==> src/rtl/alu_pkg.sv <==
// Shared constants for the mini-CPU ALU path: widths, opcodes, flag bit
// positions and the issue-stage state encoding.
package alu_pkg;

    localparam int DATA_W = 8;
    localparam int NREGS  = 8;
    localparam int REG_AW = 3;

    localparam logic [2:0] OP_ADDU = 3'd0;
    localparam logic [2:0] OP_SUBU = 3'd1;
    localparam logic [2:0] OP_ADDS = 3'd2;
    localparam logic [2:0] OP_SUBS = 3'd3;
    localparam logic [2:0] OP_AND  = 3'd4;
    localparam logic [2:0] OP_OR   = 3'd5;
    localparam logic [2:0] OP_XOR  = 3'd6;
    localparam logic [2:0] OP_SLL  = 3'd7;

    localparam int FLAG_CF  = 3;
    localparam int FLAG_OVF = 2;
    localparam int FLAG_Z   = 1;
    localparam int FLAG_NEG = 0;

    typedef enum logic {IDLE, EXEC} state_t;

endpackage

==> src/rtl/alu_regfile.sv <==
// NREGS x DATA_W register file: two operand read ports, one debug read port,
// writeback and host write ports with writeback priority; R0 reads as zero.
module alu_regfile #(
    parameter int DATA_W = 8,
    parameter int NREGS  = 8,
    parameter int REG_AW = 3
) (
    input  logic              clk,
    input  logic              areset,
    input  logic [REG_AW-1:0] i_rs1_addr,
    input  logic [REG_AW-1:0] i_rs2_addr,
    input  logic [REG_AW-1:0] i_dbg_addr,
    output logic [DATA_W-1:0] o_rs1_data,
    output logic [DATA_W-1:0] o_rs2_data,
    output logic [DATA_W-1:0] o_dbg_data,
    input  logic              i_wb_we,
    input  logic [REG_AW-1:0] i_wb_addr,
    input  logic [DATA_W-1:0] i_wb_data,
    input  logic              i_host_we,
    input  logic [REG_AW-1:0] i_host_addr,
    input  logic [DATA_W-1:0] i_host_data
);

    logic [DATA_W-1:0] r_mem [NREGS];

    // Entry 0 is never written, so it stays at its reset value of zero.
    always_ff @(posedge clk) begin
        if (!areset) begin
            for (int i = 0; i < NREGS; i++) r_mem[i] <= '0;
        end else begin
            for (int i = 1; i < NREGS; i++) begin
                if (i_wb_we && i_wb_addr == REG_AW'(i))
                    r_mem[i] <= i_wb_data;
                else if (i_host_we && i_host_addr == REG_AW'(i))
                    r_mem[i] <= i_host_data;
            end
        end
    end

    assign o_rs1_data = (i_rs1_addr == '0) ? '0 : r_mem[i_rs1_addr];
    assign o_rs2_data = (i_rs2_addr == '0) ? '0 : r_mem[i_rs2_addr];
    assign o_dbg_data = (i_dbg_addr == '0) ? '0 : r_mem[i_dbg_addr];

endmodule

==> src/rtl/alu_issue.sv <==
// Operand-issue / writeback stage in front of the 8-bit ALU.
// Optional immediate operand b is enabled with ALU_ISSUE_IMM_EN.
module alu_issue #(
    parameter int DATA_W = alu_pkg::DATA_W,
    parameter int NREGS  = alu_pkg::NREGS,
    parameter int REG_AW = alu_pkg::REG_AW
) (
    input  logic              clk,
    input  logic              areset,
    input  logic              in_valid,
    output logic              in_ready,
    input  logic [2:0]        in_op,
    input  logic [REG_AW-1:0] in_rd,
    input  logic [REG_AW-1:0] in_rs1,
    input  logic [REG_AW-1:0] in_rs2,
`ifdef ALU_ISSUE_IMM_EN
    input  logic              in_use_imm,
    input  logic [DATA_W-1:0] in_imm,
`endif
    input  logic              host_we,
    input  logic [REG_AW-1:0] host_waddr,
    input  logic [DATA_W-1:0] host_wdata,
    input  logic [REG_AW-1:0] dbg_raddr,
    output logic [DATA_W-1:0] dbg_rdata,
    output logic [DATA_W-1:0] alu_a,
    output logic [DATA_W-1:0] alu_b,
    output logic [2:0]        alu_op,
    input  logic [DATA_W-1:0] alu_result,
    input  logic              alu_cf,
    input  logic              alu_ovf,
    input  logic              alu_z,
    input  logic              alu_neg,
    output logic [3:0]        flags,
    output logic              done
);

    import alu_pkg::*;

    state_t            r_state, w_next;
    logic              w_accept;
    logic [REG_AW-1:0] r_rd;
    logic [DATA_W-1:0] r_alu_a, r_alu_b;
    logic [2:0]        r_alu_op;
    logic [3:0]        r_flags;
    logic              r_done;
    logic [DATA_W-1:0] w_rs1_data, w_rs2_data, w_opb;
    logic              w_wb_we;

    alu_regfile #(.DATA_W(DATA_W), .NREGS(NREGS), .REG_AW(REG_AW)) u_rf (
        .clk         (clk),
        .areset      (areset),
        .i_rs1_addr  (in_rs1),
        .i_rs2_addr  (in_rs2),
        .i_dbg_addr  (dbg_raddr),
        .o_rs1_data  (w_rs1_data),
        .o_rs2_data  (w_rs2_data),
        .o_dbg_data  (dbg_rdata),
        .i_wb_we     (w_wb_we),
        .i_wb_addr   (r_rd),
        .i_wb_data   (alu_result),
        .i_host_we   (host_we),
        .i_host_addr (host_waddr),
        .i_host_data (host_wdata)
    );

`ifdef ALU_ISSUE_IMM_EN
    assign w_opb = in_use_imm ? in_imm : w_rs2_data;
`else
    assign w_opb = w_rs2_data;
`endif

    always_ff @(posedge clk) begin
        if (!areset) r_state <= IDLE;
        else         r_state <= w_next;
    end

    always_comb begin
        w_next   = r_state;
        w_accept = 1'b0;
        case (r_state)
            IDLE: if (in_valid) begin
                w_accept = 1'b1;
                w_next   = EXEC;
            end
            EXEC: w_next = IDLE;
            default: w_next = IDLE;
        endcase
    end

    // Writeback happens on the edge that ends EXEC; a reset on that edge
    // wins because the register file clears at the same time.
    assign w_wb_we  = (r_state == EXEC);
    assign in_ready = (r_state == IDLE);

    always_ff @(posedge clk) begin
        if (!areset) begin
            r_rd     <= '0;
            r_alu_a  <= '0;
            r_alu_b  <= '0;
            r_alu_op <= '0;
            r_flags  <= '0;
            r_done   <= 1'b0;
        end else begin
            r_done <= w_wb_we;
            if (w_accept) begin
                r_alu_a  <= w_rs1_data;
                r_alu_b  <= w_opb;
                r_alu_op <= in_op;
                r_rd     <= in_rd;
            end
            if (w_wb_we) begin
                r_flags[FLAG_CF]  <= alu_cf;
                r_flags[FLAG_OVF] <= alu_ovf;
                r_flags[FLAG_Z]   <= alu_z;
                r_flags[FLAG_NEG] <= alu_neg;
            end
        end
    end

    assign alu_a  = r_alu_a;
    assign alu_b  = r_alu_b;
    assign alu_op = r_alu_op;
    assign flags  = r_flags;
    assign done   = r_done;

endmodule
==> config.mk <==
export PLATFORM = sky130hd
export DESIGN_NAME = alu_issue
export DESIGN_NICKNAME = d
export VERILOG_FILES = /design/src/rtl/alu_pkg.sv /design/src/rtl/alu_regfile.sv /design/src/rtl/alu_issue.sv
export SDC_FILE = /design/constraint.sdc
export NUM_CORES = 1
export LEC_CHECK = 0
export CAP_MARGIN = 5
export CORE_MARGIN = 5
export CORE_UTILIZATION = 45
export CTS_CLUSTER_SIZE = 24
export DETAILED_ROUTE_END_ITERATION = 6
export PLACE_DENSITY = 0.71
export SLEW_MARGIN = 10
export SYNTH_ARGS = -nofsm -noshare
export SYNTH_HDL_FRONTEND = slang
export SYNTH_HIERARCHICAL = 1
export SYNTH_SLANG_ARGS = --single-unit
==> constraint.sdc <==
create_clock -name clk -period 4.4 [get_ports clk]
set_input_delay 0.88 -clock clk [delete_from_list [all_inputs] [get_ports clk]]
set_output_delay 0.88 -clock clk [all_outputs]
set_load 0.01 [all_outputs]
==> flow_metrics.py <==
metrics = {
    "run_status": {
        "status": "completed",
    },
    "placement": {
        "place_ws_ns": 0.476,
        "dp_hpwl_um": 11500,
        "port_buffers": 74,
        "place_congestion": 0.972,
    },
    "power_and_ir_drop": {
        "ir_worst_vdd_uv": 224,
        "powerDensity_nw_per_um2": 328,
        "power.total_mw": 2.00,
        "leakage_nw": 2.23,
    },
    "setup_path": {
        "cp-end-kind": "output port",
        "worst_path_max_delay_cell": "clkdlybuf4s50_1",
        "crit_chain": "clkdlybuf4s50_1 -> nor2b_1 -> a221oi_1 -> a21oi_1 -> clkdlybuf4s50_1",
        "worstPathMaxFanout": 9,
        "worst_path_most_repeated_cell": "clkdlybuf4s50_1",
        "slowest_delay_ns": 0.72,
        "arrival_ns": 3.05,
        "startpoint_type": "input port",
        "timing_worst_setup_path_type": "input port to output port",
        "required_ns": 3.52,
        "critPathTopFamily": "buffers and inverters",
        "critical_path_buf_inv_count": 2,
        "r2r_slack_ns": 1.83,
    },
    "floorplan": {
        "die_h_um": 116,
        "num_rows": 38,
        "io_pins": 75,
        "die_w_um": 116,
        "die_area_um2": 13500,
        "core_area_um2": 10900,
        "start_util_pct": 46.4,
    },
    "synth": {
        "synth-edff-count": 56,
        "syn-instance-count": 453,
        "netlist_area_um2": 5080,
        "syn_nets": 495,
        "synth.distinct_cells": 42,
        "synthSimpleGateAreaFrac_pct": 13.5,
        "synth_ff_type": "edfxtp_1",
        "synth-seq-cells": 84,
        "synth_xor_area_share_pct": 0,
        "synthArstFlopShare_pct": 0,
        "synth_compound_area_share_pct": 12.5,
        "synth_warnings": 6,
        "muxShareOfSynthArea_pct": 24.6,
        "synth-seq-area-share_pct": 44.2,
        "avgSynthCellArea_um2": 11.2,
        "synthAdderAreaFrac_pct": 0,
        "synth_top_family_by_area": "multiplexers",
    },
    "grt": {
        "track_usage_pct": 22.8,
        "grt_overflow_total": 0,
        "grt_pass1_wl_um": 22900,
        "antenna_found_initial": 0,
        "grt_pass1_vias": 3839,
        "grt_max_degree": 56,
    },
    "clocking": {
        "clk_latency_ns": 0.34,
        "clockBufferDepth": 2,
        "cts_buffers": 9,
        "cts_resized": 0,
        "cts.sinks": 84,
        "hold_buffers": 0,
        "postCtsSetupRepairBufs": 0,
        "htree_levels": 3,
        "clockRootBuffer": "clkbuf_16",
        "cts_tree": "yes",
        "cts.clk_slew.worst_paths_ns": 0.06,
    },
    "sta": {
        "maxSlewViolCount": 0,
        "skew_ns": 0.00394,
        "tightest_slew_ns": 0.959,
        "rsz0062_at_grt": "false",
        "slew_headroom_pct": 35.8,
        "hold_viol": 0,
        "max_freq_mhz": 254,
        "period_minus_slack_ns": 3.93,
        "fin_setup_tns_ns": 0,
        "setup_ws_ns": 0.470,
        "setup_viol": 0,
        "fin_crit_sh_pct": 89.3,
    },
    "drt": {
        "drt_iter0_markers": 389,
        "antenna_left": 0,
        "drtPass1Iterations": 5,
        "drc": 0,
        "vias": 3930,
        "via_per_inst": 6.06,
        "wl_per_cell_um": 22.8,
        "wirelength_um": 14800,
    },
    "layout": {
        "fillers": 962,
        "drive_gt1_share_pct": 16.7,
        "antenna_cells": 0,
        "nets": 546,
        "syn_to_final_growth_pct": 20.3,
    },
    "min_path": {
        "min_path_type": "register to register",
    },
    "flow_run": {
        "drv_cap": 0,
    },
}
## layer usage
layer	routed length, um	track usage (%)	up-vias
li1	-	-	1824
met1	6270	30.8	1877
met2	7010	36.8	208
met3	1240	5.60	21
met4	292	6.03	0
met5	0	0	-
## path summary, 6_finish.rpt
| check | start | to | cells after the start |
|---|---|---|---|
| max | dbg_raddr[1] | dbg_rdata[6] | 5 |
| min | alu_op[1]$_SDFFE_PN0P_ | alu_op[1]$_SDFFE_PN0P_ | 2 |
| max reg2reg | r_state$_SDFF_PN0_ | u_rf/r_mem[5][7]$_DFFE_PP_ | 2 |
| min reg2reg | alu_op[1]$_SDFFE_PN0P_ | alu_op[1]$_SDFFE_PN0P_ | 2 |
## layout make-up
cell class | instances | area [um^2] | area share [%]
inverter | 8 | 30.0 | 0.492
clock buffer | 10 | 229 | 3.75
tap | 140 | 175 | 2.87
timing repair buffer | 81 | 788 | 12.9
multi-input combinational | 320 | 2590 | 42.3
clock inverter | 6 | 57.6 | 0.942
sequential | 84 | 2240 | 36.7
## worst register-to-register path, cell delays in order, from the launching register on
cell and delay, ns:
dfxtp_1 0.81, nand4b_1 0.77, nand3_1 0.64
## synth_stat cells, types with 3 or more instances
cell | instances | area, um^2
a221oi_1 | 7 | 61.3
mux2i_1 | 27 | 270
buf_2 | 23 | 115
nor2b_1 | 10 | 62.6
mux2_1 | 9 | 101
nand2_1 | 95 | 357
o22ai_1 | 24 | 150
nand3_1 | 6 | 30.0
clkbuf_1 | 10 | 37.5
inv_1 | 8 | 30.0
nand4_1 | 3 | 18.8
a22o_1 | 16 | 140
and2_1 | 8 | 50.1
o21ai_0 | 17 | 85.1
mux4_2 | 24 | 541
mux2_2 | 30 | 338
a21oi_1 | 9 | 45.0
dfxtp_1 | 28 | 561
edfxtp_1 | 56 | 1680
a22oi_1 | 16 | 120
## power by group
part	internal [mW]	switching [mW]	total (mW)
Combinational	0.176	0.167	0.344
Sequential	0.892	0.0448	0.937
Clock	0.395	0.328	0.724
Total	1.46	0.540	2.00
## layout by cell type (no fill, tap or decap), drive strengths merged, types with 2 or more instances in the layout
master         count
a22oi             16
mux2i             27
a221oi             7
nand3              7
o21ai             17
edfxtp            56
o22ai             24
nor3b              2
a21oi              9
inv               11
nor2b             11
clkbuf            10
nand2             95
and2              10
clkdlybuf4s50     73
clkinv             3
nand4              3
mux2              39
buf                8
dfxtp             28
a22o              16
mux4              24
nand4bb            2
## sequential cells by signal, indices dropped and copies added (netlist names)
signal	flops
alu_a	8
alu_b	8
alu_op	3
done	1
flags	4
r_rd	3
r_state	1
u_rf/r_mem	56
## metrics by stage
step	utilization, %	instances	hold WS [ns]	instance area, um^2
4_1_cts	55.8	649	0.458	6100
3_5_place_dp	53.2	633	0.449	5810
2_1_floorplan	-	453	0.434	5080
3_3_place_gp	53.2	633	0.441	5810
6_report	55.9	649	0.455	6110
5_1_grt	55.9	649	0.485	6110
## cells by family after synthesis
| logic type | after synthesis |
|---|---|
| flip-flops | 84 |
| AO/OA/AOI/OAI | 93 |
| multiplexers | 90 |
| AND/OR/NAND/NOR | 137 |
| buffers and inverters | 49 |
(Power assumes the default switching activity.)
